--- src/rtl/my_pkg.sv ---
// my_pkg: shared state encoding, random-word field layout and modulo helper for the GA crossover stage.
package my_pkg;
   typedef enum logic [2:0] {LOAD, COPY, FILL, MUTATE, OUT} xo_states_e;
   localparam int RAND_W = 40;
   localparam int C1_LSB = 0;
   localparam int C2_LSB = 8;
   localparam int CH_LSB = 16;
   localparam int M1_LSB = 24;
   localparam int M2_LSB = 32;
   function automatic logic [7:0] mod_n(input logic [7:0] field, input int n);
      return 8'(32'(field) % n);
   endfunction
endpackage

--- src/rtl/ga_crossover_mutate.sv ---
// ga_crossover_mutate: OX1 crossover of two parent routes plus optional swap mutation, child streamed out.
module ga_crossover_mutate
   import my_pkg::*;
#(
   parameter int NUM_CITIES = 10,
   parameter int GENE_W     = 8,
   parameter int MUT_THRESH = 26
) (
   input  logic              CLK,
   input  logic              RESET,
   input  logic              par_valid,
   output logic              par_ready,
   input  logic [GENE_W-1:0] par_a_gene,
   input  logic [GENE_W-1:0] par_b_gene,
   input  logic [RAND_W-1:0] rand_in,
   output logic              child_valid,
   input  logic              child_ready,
   output logic [GENE_W-1:0] child_gene,
   output logic              child_last,
   output logic              mutated,
   output logic              busy
);
   localparam int PW = $clog2(NUM_CITIES);
   localparam logic [PW-1:0] LAST = PW'(NUM_CITIES - 1);
   logic [GENE_W-1:0] r_a [NUM_CITIES];
   logic [GENE_W-1:0] r_b [NUM_CITIES];
   logic [GENE_W-1:0] r_child [NUM_CITIES];
   logic [NUM_CITIES-1:0] r_used;
   xo_states_e r_state, w_nxt;
   logic [PW-1:0] r_k, r_q, r_p, r_hi, r_s, r_w, r_cnt, r_m1, r_m2;
   logic r_mut_en, r_mut;
   logic [PW-1:0] w_c1, w_c2, w_lo, w_hi, w_start;
   logic [GENE_W-1:0] w_cp_gene, w_fill_gene;
   logic w_ld, w_cp_ok, w_fill_wr, w_out_hs;
   function automatic logic [PW-1:0] inc(input logic [PW-1:0] v);
      return (v == LAST) ? '0 : v + 1'b1;
   endfunction
   assign w_c1 = PW'(mod_n(rand_in[C1_LSB +: 8], NUM_CITIES));
   assign w_c2 = PW'(mod_n(rand_in[C2_LSB +: 8], NUM_CITIES));
   assign w_lo = (w_c1 < w_c2) ? w_c1 : w_c2;
   assign w_hi = (w_c1 < w_c2) ? w_c2 : w_c1;
   assign w_start = inc(r_hi);
   assign w_cp_gene = r_a[r_p];
   assign w_fill_gene = r_b[r_s];
   // genes outside 0..N-1 (malformed parents) are never marked used, so the FSM still completes
   assign w_cp_ok = (r_state == COPY) && (32'(w_cp_gene) < NUM_CITIES);
   assign w_fill_wr = (r_state == FILL) && (32'(w_fill_gene) < NUM_CITIES) && !r_used[w_fill_gene[PW-1:0]];
   assign w_ld = par_valid && par_ready;
   assign w_out_hs = child_valid && child_ready;
   always_comb begin
      w_nxt = r_state;
      par_ready = RESET && (r_state == LOAD);
      child_valid = (r_state == OUT);
      child_gene = child_valid ? r_child[r_q] : '0;
      child_last = child_valid && (r_q == LAST);
      mutated = r_mut;
      busy = (r_state != LOAD);
      case (r_state)
         LOAD:    if (par_valid && r_k == LAST) w_nxt = COPY;
         COPY:    if (r_p == r_hi) w_nxt = FILL;
         FILL:    if (r_cnt == LAST) w_nxt = MUTATE;
         MUTATE:  w_nxt = OUT;
         OUT:     if (child_ready && r_q == LAST) w_nxt = LOAD;
         default: w_nxt = LOAD;
      endcase
   end
   always_ff @(posedge CLK or negedge RESET) begin
      if (!RESET) begin
         r_state <= LOAD;
         r_used <= '0;
         r_k <= '0;
         r_q <= '0;
         r_p <= '0;
         r_hi <= '0;
         r_s <= '0;
         r_w <= '0;
         r_cnt <= '0;
         r_m1 <= '0;
         r_m2 <= '0;
         r_mut_en <= 1'b0;
         r_mut <= 1'b0;
      end else begin
         r_state <= w_nxt;
         case (r_state)
            LOAD: if (w_ld) begin
               r_k <= inc(r_k);
               if (r_k == LAST) begin
                  r_p <= w_lo;
                  r_hi <= w_hi;
                  r_m1 <= PW'(mod_n(rand_in[M1_LSB +: 8], NUM_CITIES));
                  r_m2 <= PW'(mod_n(rand_in[M2_LSB +: 8], NUM_CITIES));
                  r_mut_en <= 32'(rand_in[CH_LSB +: 8]) < MUT_THRESH;
               end
            end
            COPY: begin
               if (w_cp_ok) r_used[w_cp_gene[PW-1:0]] <= 1'b1;
               r_p <= r_p + 1'b1;
               r_s <= w_start;
               r_w <= w_start;
               r_cnt <= '0;
            end
            FILL: begin
               if (w_fill_wr) begin
                  r_used[w_fill_gene[PW-1:0]] <= 1'b1;
                  r_w <= inc(r_w);
               end
               r_s <= inc(r_s);
               r_cnt <= r_cnt + 1'b1;
            end
            MUTATE: r_mut <= r_mut_en;
            OUT: if (w_out_hs) begin
               r_q <= inc(r_q);
               if (r_q == LAST) begin
                  r_used <= '0;
                  r_k <= '0;
                  r_mut <= 1'b0;
               end
            end
            default: ;
         endcase
      end
   end
   // route storage needs no reset: it is always fully rewritten before being read
   always_ff @(posedge CLK) begin
      if (w_ld) begin
         r_a[r_k] <= par_a_gene;
         r_b[r_k] <= par_b_gene;
      end
      if (r_state == COPY) r_child[r_p] <= w_cp_gene;
      if (w_fill_wr) r_child[r_w] <= w_fill_gene;
      if (r_state == MUTATE && r_mut_en) begin
         r_child[r_m1] <= r_child[r_m2];
         r_child[r_m2] <= r_child[r_m1];
      end
   end
endmodule

--- config.mk ---
export PLATFORM = sky130hd
export DESIGN_NAME = ga_crossover_mutate
export DESIGN_NICKNAME = d
export VERILOG_FILES = /design/src/rtl/my_pkg.sv /design/src/rtl/ga_crossover_mutate.sv
export SDC_FILE = /design/constraint.sdc
export NUM_CORES = 1
export LEC_CHECK = 0
export BUFFER_PORTS_ARGS = -buffer_cell sky130_fd_sc_hd__buf_4
export CAP_MARGIN = 25
export CORE_AREA = 2 2 199 201
export CTS_CLUSTER_DIAMETER = 200
export DETAILED_ROUTE_END_ITERATION = 7
export DIE_AREA = 0 0 201 203
export PLACE_DENSITY = 0.71
export SETUP_SLACK_MARGIN = 0.15
export SKIP_CTS_REPAIR_TIMING = 1
export SLEW_MARGIN = 20
export SYNTH_ARGS = -nofsm -noshare
export SYNTH_HDL_FRONTEND = slang
export SYNTH_SLANG_ARGS = --single-unit
--- constraint.sdc ---
create_clock -name CLK -period 3.8 [get_ports CLK]
set_clock_uncertainty 0.1 [all_clocks]
set_input_delay 0.76 -clock CLK [delete_from_list [all_inputs] [get_ports CLK]]
set_output_delay 0.76 -clock CLK [all_outputs]
set_load 0.05 [all_outputs]
==> metrics.cfg, run 1 <==
[drt]
viasPerCell = 6.05
wl_um = 47200
antenna_left = 0
wire_per_inst_um = 20.5
vias = 13900
first_pass_iters = 7
drt-initial-drc-count = 1418
drc = 0

[sta]
finalSetupViolations = 64
max_freq_mhz = 220
setup_ws_ps = -751
rsz0062_at_grt = true
worst_pin_slew_ps = 1020
layout_min_cycle_time_ps = 4550
slew_headroom = 0.318
hold_viol = 0
timing.final.crit_share = 1.20
finalMaxSlewViolations = 0
tns_ps = -5920
hold_ws_ps = 314

[logic_synthesis]
yosysTopAreaCell = edfxtp_1
synth.mux.area_fraction = 0.144
synth_compound_area_frac = 0.169
synth_cells = 1535
synth_most_common_cell = edfxtp_1
ys_top_cells_by_count = edfxtp_1 (240), nand2_1 (136), nor2_1 (127)
synth_top_area_frac = 0.419
syn-cell-area_sq_um = 17200
synth_top_family_by_area = compound AO/OA/AOI/OAI gates
synth.avg_cell_area_sq_um = 11.2
synthAdderAreaFrac = 0.0109
synth_xor_area_frac = 0.0122
synth.area.top_cells = edfxtp_1 (42%), mux4_2 (9.6%), dfrtp_1 (7.4%)
synth_seq_cells = 291
ys_async_sr_fraction = 0.175
synth-simple-area-share = 0.137
synth-warning-count = 0
ys_types = 96
synth-edff-count = 240
ys_seq_area_frac = 0.493
synth_nets = 1610
synth_ff_type = edfxtp_1

[worst_setup_path]
cp_top_family = compound AO/OA/AOI/OAI gates
cp_data_arrival_time_ps = 4900
endpoint_kind = register
critical_path_class = in -> reg
timing.rr.start = r_s[0]
slowest_stage = or3_4
start_kind = primary input
crit_top_cell = buf_4
timing.rr.end = r_child[6][1]
critPathMaxFanout = 5
cp.required_ps = 4150
cp_slowest_stage_delay_ps = 370
r2r_slack_ps = -40
worst-path-buf-inv = 7
r2r_cells = 13

[clocking]
cts_buffers = 31
tritoncts = built
ctsRootBufferMaster = clkbuf_16
clk_pin_slew_ps = 60
clock_sinks = 291
htreeDepth = 1
clk_latency_ps = 580
clock_path_buffers = 3

[worst_hold_path]
min_from = rand_in[24]
min_path_cells = 3
min_to = r_m1[0]
hold_path_class = in -> reg

[die]
core_area_sq_um = 38500
die_w_um = 201
io_pins = 73
start_util = 0.447
dieArea_sq_um = 40800
fp-row-count = 72
die_h_um = 203

[global_routing]
grt_max_degree = 42
grt.total_usage = 0.218
first_global_vias = 13500
grt_pass1_wl_um = 71600
grt-ovfl-total = 0
antenna_found_initial = 0

[finish]
post-route-util = 0.568
syn_to_final_growth_pct = 27.0
fin_area_sq_um = 21800
layout-drive-gt1-share = 0.336
n_fill_cell = 3083
fin_cells = 2302
num_antenna_cells = 0
fin_nets = 1834

[run_status]
violations = negative setup slack
status = finished, violations left

[placement]
numPortBuffers = 71
placed_area_sq_um = 19900
dp_hpwl_um = 30900
gp_congestion = 0.928
post-place-ws_ps = -1560
dpl.cell_count = 2216

[power_and_ir_drop]
powerDensity_nw_per_um2 = 436
power.total_mw = 9.51
leakage_nw = 8.12
peakVddDrop_mv = 0.403

[flow_run]
maxCapViolations = 0

## final cells by class
cell class | count | area (sq um) | share of cell area
clock inverter | 9 | 88.8 | 0.00407
timing repair buffer | 285 | 2410 | 0.110
multi-input combinational | 1109 | 9080 | 0.416
tap | 518 | 648 | 0.0297
inverter | 41 | 156 | 0.00716
clock buffer | 49 | 967 | 0.0443
sequential | 291 | 8490 | 0.389
## worst reg2reg max path: stages, from the launching register on
cell and delay, ps:
dfrtp_2 500, buf_4 180, mux4_2 540, o221ai_4 250, mux2i_1 130, mux2i_1 180
nor3_2 100, o31ai_4 390, buf_4 190, mux2i_2 230, a21oi_2 110, or2_4 300
o21ai_4 180, buf_12 170
## cells in the final DEF (no fill, tap or decap), types with 11 or more instances in the layout
| cell | instances |
|---|---|
| buf_4 | 249 |
| buf_6 | 18 |
| nor3_1 | 21 |
| o21ai_4 | 14 |
| dfrtp_1 | 48 |
| o21ai_1 | 23 |
| mux2i_1 | 70 |
| xnor2_1 | 17 |
| nand2b_1 | 19 |
| nor2_1 | 122 |
| a21oi_1 | 73 |
| o21ai_0 | 59 |
| clkbuf_16 | 34 |
| inv_1 | 36 |
| nand3_1 | 28 |
| a22oi_1 | 11 |
| a211oi_2 | 13 |
| edfxtp_1 | 240 |
| buf_12 | 14 |
| mux4_2 | 73 |
| nor2b_1 | 41 |
| a211oi_1 | 42 |
| o21a_1 | 19 |
| a21oi_2 | 33 |
| nand2_2 | 13 |
| o211ai_1 | 12 |
| nand2_1 | 120 |
## layer usage
layer | GRT usage | part of all wire
met4 | 0.0513 | 0.024
met5 | 0 | 0
met2 | 0.382 | 0.50
met3 | 0.0274 | 0.070
met1 | 0.289 | 0.41
## logic make-up (layout without fill, tap and decap cells)
group	after synthesis	in the layout
buf+inv	138	384
simple gates	481	481
mux	155	155
compound gates	431	434
fa+ha+maj	15	15
flops	291	291
xor+xnor	24	24
## how the worst max path moves through the flow
stage	end	slack [ps]	cells past startpoint	from
floorplan	r_p[2]	-1340	23	rand_in[14]
global placement	r_p[2]	-1430	23	rand_in[14]
detailed placement	r_p[2]	-1560	22	rand_in[13]
CTS	r_p[2]	-1000	22	rand_in[13]
global route	r_p[2]	-900	26	rand_in[14]
finish	r_p[2]	-750	25	rand_in[14]
## registers in the layout, summed over array words and instances, names as in the netlist
signal,count
r_q,4
r_m1,4
r_child,80
r_w,4
r_state,3
r_hi,4
r_s,4
r_k,4
r_b,80
r_m2,4
r_cnt,4
mutated,1
r_mut_en,1
r_a,80
r_p,4
r_used,10
## power breakdown
group          switching (mW)  internal, mW
combinational            1.48          1.16
sequential              0.177          3.61
clock                    1.26          1.82
total                    2.92          6.59
No activity file was read; power rests on OpenSTA's default activity.
==> inputs of run 2 (changes only) <==
--- a/config.mk
+++ b/config.mk
@@ -7,11 +7,11 @@
 export LEC_CHECK = 0
 export BUFFER_PORTS_ARGS = -buffer_cell sky130_fd_sc_hd__buf_4
 export CAP_MARGIN = 25
-export CORE_AREA = 2 2 199 201
+export CORE_AREA = 2 2 243 245
 export CTS_CLUSTER_DIAMETER = 200
 export DETAILED_ROUTE_END_ITERATION = 7
-export DIE_AREA = 0 0 201 203
-export PLACE_DENSITY = 0.71
+export DIE_AREA = 0 0 245 247
+export PLACE_DENSITY = 0.54
 export SETUP_SLACK_MARGIN = 0.15
 export SKIP_CTS_REPAIR_TIMING = 1
 export SLEW_MARGIN = 20
==> metrics.cfg, run 2 (synthesis results as in run 1) <==
[power_and_ir_drop]
leakage_nw = 8.21
power.total_mw = 9.56
pwr-share-clk = 0.324
swShare = 0.312
p_seq_frac = 0.396
p_sw_mw = 2.98
powerDensity_nw_per_um2 = 430
comb_power_share = 0.280
peakVddDrop_mv = 0.413
p_int_mw = 6.58

[global_routing]
met2_usage = 0.274
met3_usage = 0.0234
first_global_vias = 13300
grt-ovfl-total = 0
grt.total_usage = 0.158
grt-busiest-layer = met2
grt_max_degree = 52
grtUsageMet1 = 0.199
grt_pass1_wl_um = 74500
antenna_found_initial = 0

[finish]
syn_to_final_growth_pct = 29.1
fin_nets = 1852
fin_cells = 2576
n_fill_cell = 5528
num_antenna_cells = 0
final_common_cell = buf_4
reg.largest.list = r_a: 80 flops, r_b: 80 flops, r_child: 80 flops
final_cell_mix = buf_4 (262), edfxtp_1 (240), nand2_1 (122)
layout-drive-gt1-share = 0.329

[sta]
tns_ps = -5720
worst_pin_slew_ps = 1120
hold_ws_ps = 268
setup_ws_ps = -898
finalSetupViolations = 8
finalMaxSlewViolations = 0
layout_min_cycle_time_ps = 4700
max_freq_mhz = 213
hold_viol = 0
rsz0062_at_grt = true
slew_headroom = 0.249
timing.final.crit_share = 1.24

[run_status]
violations = negative setup slack
status = finished, violations left

[worst_setup_path]
critPathMaxFanout = 7
start_kind = primary input
cp.required_ps = 4120
cp_data_arrival_time_ps = 5020
critical_path_class = in -> reg
endpoint_kind = register
timing.rr.start = r_s[0]
startpoint = rand_in[14]

[worst_hold_path]
hold_path_class = in -> async

[clocking]
cts_buffers = 34
clock_sinks = 291
htreeDepth = 2
ctsRootBufferMaster = clkbuf_16
clk_latency_ps = 540
clk_pin_slew_ps = 60
tritoncts = built
clock_path_buffers = 3

[placement]
gp_congestion = 0.842
numPortBuffers = 71
dp_hpwl_um = 33800
dpl.cell_count = 2483

[drt]
antenna_left = 0
drc = 0
vias = 13600
wire_per_inst_um = 19.1
drt-initial-drc-count = 877
viasPerCell = 5.27
wl_um = 49200
first_pass_iters = 5

[die]
start_util = 0.295
io_pins = 73
fp-row-count = 89
die_h_um = 247
die_w_um = 245
dieArea_sq_um = 60500
core_area_sq_um = 58200

[flow_run]
maxCapViolations = 0

-- run 2: cell types whose count changed in the layout (fill, tap and decap cells not counted), sizes merged --
cell	change
dlygate4sd3	-1
clkbuf	+1
clkinvlp	+1
buf	+17
a31oi	-1
bufinv	-1
clkinv	+3
-- run 2: final timing paths --
check / to / slack (ps) / cells after the start
worst max-delay path: r_hi[2] / -900 / 25
worst min-delay path: r_k[0] / 270 / 2
worst max register to register: r_child[6][1] / 100 / 14
worst min register to register: r_used[8] / 390 / 1
max in group asynchronous: r_p[0] / 2760 / 2
min in group CLK: r_m2[0] / 360 / 3
-- run 2: cell type report --
cell class,instances,area (sq um),share of cell area
Timing Repair Buffer,301,2540,0.114
Tap cell,773,967,0.0436
Sequential cell,291,8490,0.382
Clock buffer,50,972,0.0438
Inverter,41,164,0.00738
Multi-Input combinational cell,1108,8980,0.405
Clock inverter,12,81.3,0.00366
-- run 2: worst max-delay path: stages --
cell	delay [ps]
buf_8	70
inv_4	30
ha_4	150
or2_4	240
ha_4	240
nor2b_4	140
o211ai_1	100
a211o_1	340
buf_6	150
nor2_4	80
o32ai_2	90
buf_4	160
or3_4	410
o31ai_4	270
buf_6	160
nor2_4	40
a32oi_2	150
o211a_1	210
and2_4	160
ha_4	180
a21o_1	160
a21oi_2	180
o21bai_4	110
and2_4	180
a211o_1	250
-- run 2: power by group through the flow --
stage	sequential [mW]	combinational (mW)	clock, mW
5_1_grt	3.80	2.88	3.30
6_report	3.78	2.68	3.09
3_3_place_gp	3.84	2.50	0
2_1_floorplan	3.73	1.73	0
3_5_place_dp	3.84	2.53	0
4_1_cts	3.78	2.54	3.18
-- run 2: through the flow --
step                area (sq um)   util  setup WS, ps
CTS                        21400  0.367         -1060
detailed placement         20300  0.349         -1610
floorplan                  17600      -         -1340
global route               22200  0.381         -1040
global placement           20300  0.349         -1530
finish                     22200  0.381          -898
-- run 2: metal layers --
layer,vias up,share of wire
li1,6411,-
met1,6712,0.42
met2,362,0.50
met3,92,0.047
met4,0,0.030
met5,-,0
==> inputs of run 3 (changes only) <==
--- a/config.mk
+++ b/config.mk
@@ -8,6 +8,7 @@
 export BUFFER_PORTS_ARGS = -buffer_cell sky130_fd_sc_hd__buf_4
 export CAP_MARGIN = 25
 export CORE_AREA = 2 2 243 245
+export CTS_BUF_LIST = sky130_fd_sc_hd__clkbuf_4
 export CTS_CLUSTER_DIAMETER = 200
 export DETAILED_ROUTE_END_ITERATION = 7
 export DIE_AREA = 0 0 245 247
==> metrics.cfg, run 3 (synthesis results as in run 1) <==
[power_and_ir_drop]
leakage_nw = 8.34
swShare = 0.326
p_seq_frac = 0.407
p_int_mw = 6.29
power.total_mw = 9.33
peakVddDrop_mv = 0.427
p_sw_mw = 3.05
pwr-share-clk = 0.293
powerDensity_nw_per_um2 = 417
comb_power_share = 0.300

[worst_setup_path]
start_kind = primary input
crit_chain = buf_8, inv_4, ha_4, or2_4, ha_4, nor2b_4, o211ai_1, a211o_1, buf_4, or3_4, o21ai_4, inv_2, a2111oi_4, a211oi_2, and2_1, o211a_1, and2_4, ha_4, a21o_1, a21oi_2, o21bai_4, o211ai_1, nor2_1, a221o_1
critPathMaxFanout = 7
timing.rr.start = r_s[0]
critical_path_class = in -> reg
cp_data_arrival_time_ps = 5020
slowest_stage = or3_4
crit_top_cell = ha_4
cp_slowest_stage_delay_ps = 410
endpoint_kind = register
timing.rr.end = r_child[4][1]
r2r_slack_ps = 20
r2r_cells = 14
cp.required_ps = 4360

[global_routing]
grt_max_degree = 52
first_global_vias = 13700
grt_pass1_wl_um = 75200
antenna_found_initial = 1
grt-ovfl-total = 0
grt.total_usage = 0.160

[sta]
worst_pin_slew_ps = 1140
setup_ws_ps = -660
tns_ps = -3760
rsz0062_at_grt = true
max_freq_mhz = 224
hold_viol = 0
slew_headroom = 0.233
finalSetupViolations = 7
layout_min_cycle_time_ps = 4460
timing.final.crit_share = 1.17
finalMaxSlewViolations = 0

[drt]
met2WireLength_um = 25400
first_pass_iters = 7
drc = 0
wl_um = 50000
vias = 13900
wl_met1_um = 20400
drt-initial-drc-count = 838
wire_per_inst_um = 18.8
wl_met3_um = 2630
antenna_left = 0
top_layer = met4
viasPerCell = 5.22

[placement]
placed_area_sq_um = 20300
gp_congestion = 0.842
post-place-ws_ps = -1610
numPortBuffers = 71
dp_hpwl_um = 33800

[clocking]
clock_sinks = 291
tritoncts = built
htreeDepth = 3
ctsRootBufferMaster = clkbuf_4
clk_latency_ps = 800
clock_path_buffers = 3
clk_pin_slew_ps = 60
cts_buffers = 82

[run_status]
status = finished, violations left
violations = negative setup slack

[flow_run]
maxCapViolations = 0

[finish]
reg.largest.list = r_a: 80 flops, r_b: 80 flops, r_child: 80 flops
final_common_cell = buf_4
syn_to_final_growth_pct = 30.1
seqCellArea_sq_um = 8490
n_fill_cell = 5571
fin_nets = 1907
final_cell_mix = buf_4 (265), edfxtp_1 (240), nor2_1 (121), nand2_1 (121), clkbuf_4 (116)
layout-drive-gt1-share = 0.382
fin_area_sq_um = 22400
post-route-util = 0.384
multi_input_area_sq_um = 9130

[die]
core_area_sq_um = 58200
die_w_um = 245
io_pins = 73
dieArea_sq_um = 60500
die_h_um = 247
fp-row-count = 89
start_util = 0.295

[worst_hold_path]
hold_path_class = in -> async

[run 3: cell types whose count changed in the layout (fill, tap and decap cells not counted), sizes merged]
cell / before / now
diode: 0 / 1
clkinv: 11 / 21
a21oi: 109 / 108
inv: 41 / 43
clkbuf: 50 / 117
buf: 301 / 308
[run 3: power groups by stage]
stage	logic, mW	registers (mW)	clock network (mW)
detailed placement	2.53	3.84	0
finish	2.80	3.80	2.74
global placement	2.50	3.84	0
global route	2.99	3.82	3.01
floorplan	1.73	3.73	0
CTS	2.54	3.78	2.84
[run 3: worst max-delay path by stage]
stage                      startpoint       to  slack, ps  cells past startpoint
final                     rand_in[14]   r_p[2]       -660                     24
after global routing      rand_in[13]   r_p[2]       -720                     23
after CTS                 rand_in[14]   r_p[2]       -760                     23
after detailed placement  rand_in[14]  r_hi[2]      -1610                     22
after global placement    rand_in[14]   r_p[2]      -1530                     23
after floorplan           rand_in[14]   r_p[2]      -1340                     23
[run 3: through the flow]
step           hold slack, ps  std cells
2_1_floorplan             363       1535
3_3_place_gp              374       2483
3_5_place_dp              380       2483
4_1_cts                 -47.3       2623
5_1_grt                  21.1       2662
6_report                 3.63       2662
[run 3: area by class of cell]
cell class | count | area share
Tap cell | 773 | 0.0433
Timing Repair Buffer | 309 | 0.117
Antenna cell | 1 | 0.000112
Clock inverter | 24 | 0.00532
Sequential cell | 291 | 0.380
Inverter | 41 | 0.00722
Multi-Input combinational cell | 1107 | 0.408
Clock buffer | 116 | 0.0389
[run 3: critical path: cells and delay by family]
family	cells	cell delay, ps
fa+ha+maj	3	590
compound gates	11	2170
simple gates	6	1170
buf+inv	4	330
[run 3: per-layer routing]
layer  vias to the layer above  track usage
met5                         -            0
met1                      6804        0.197
met2                       418        0.276
li1                       6581            -
met3                       101       0.0296
met4                         0       0.0631
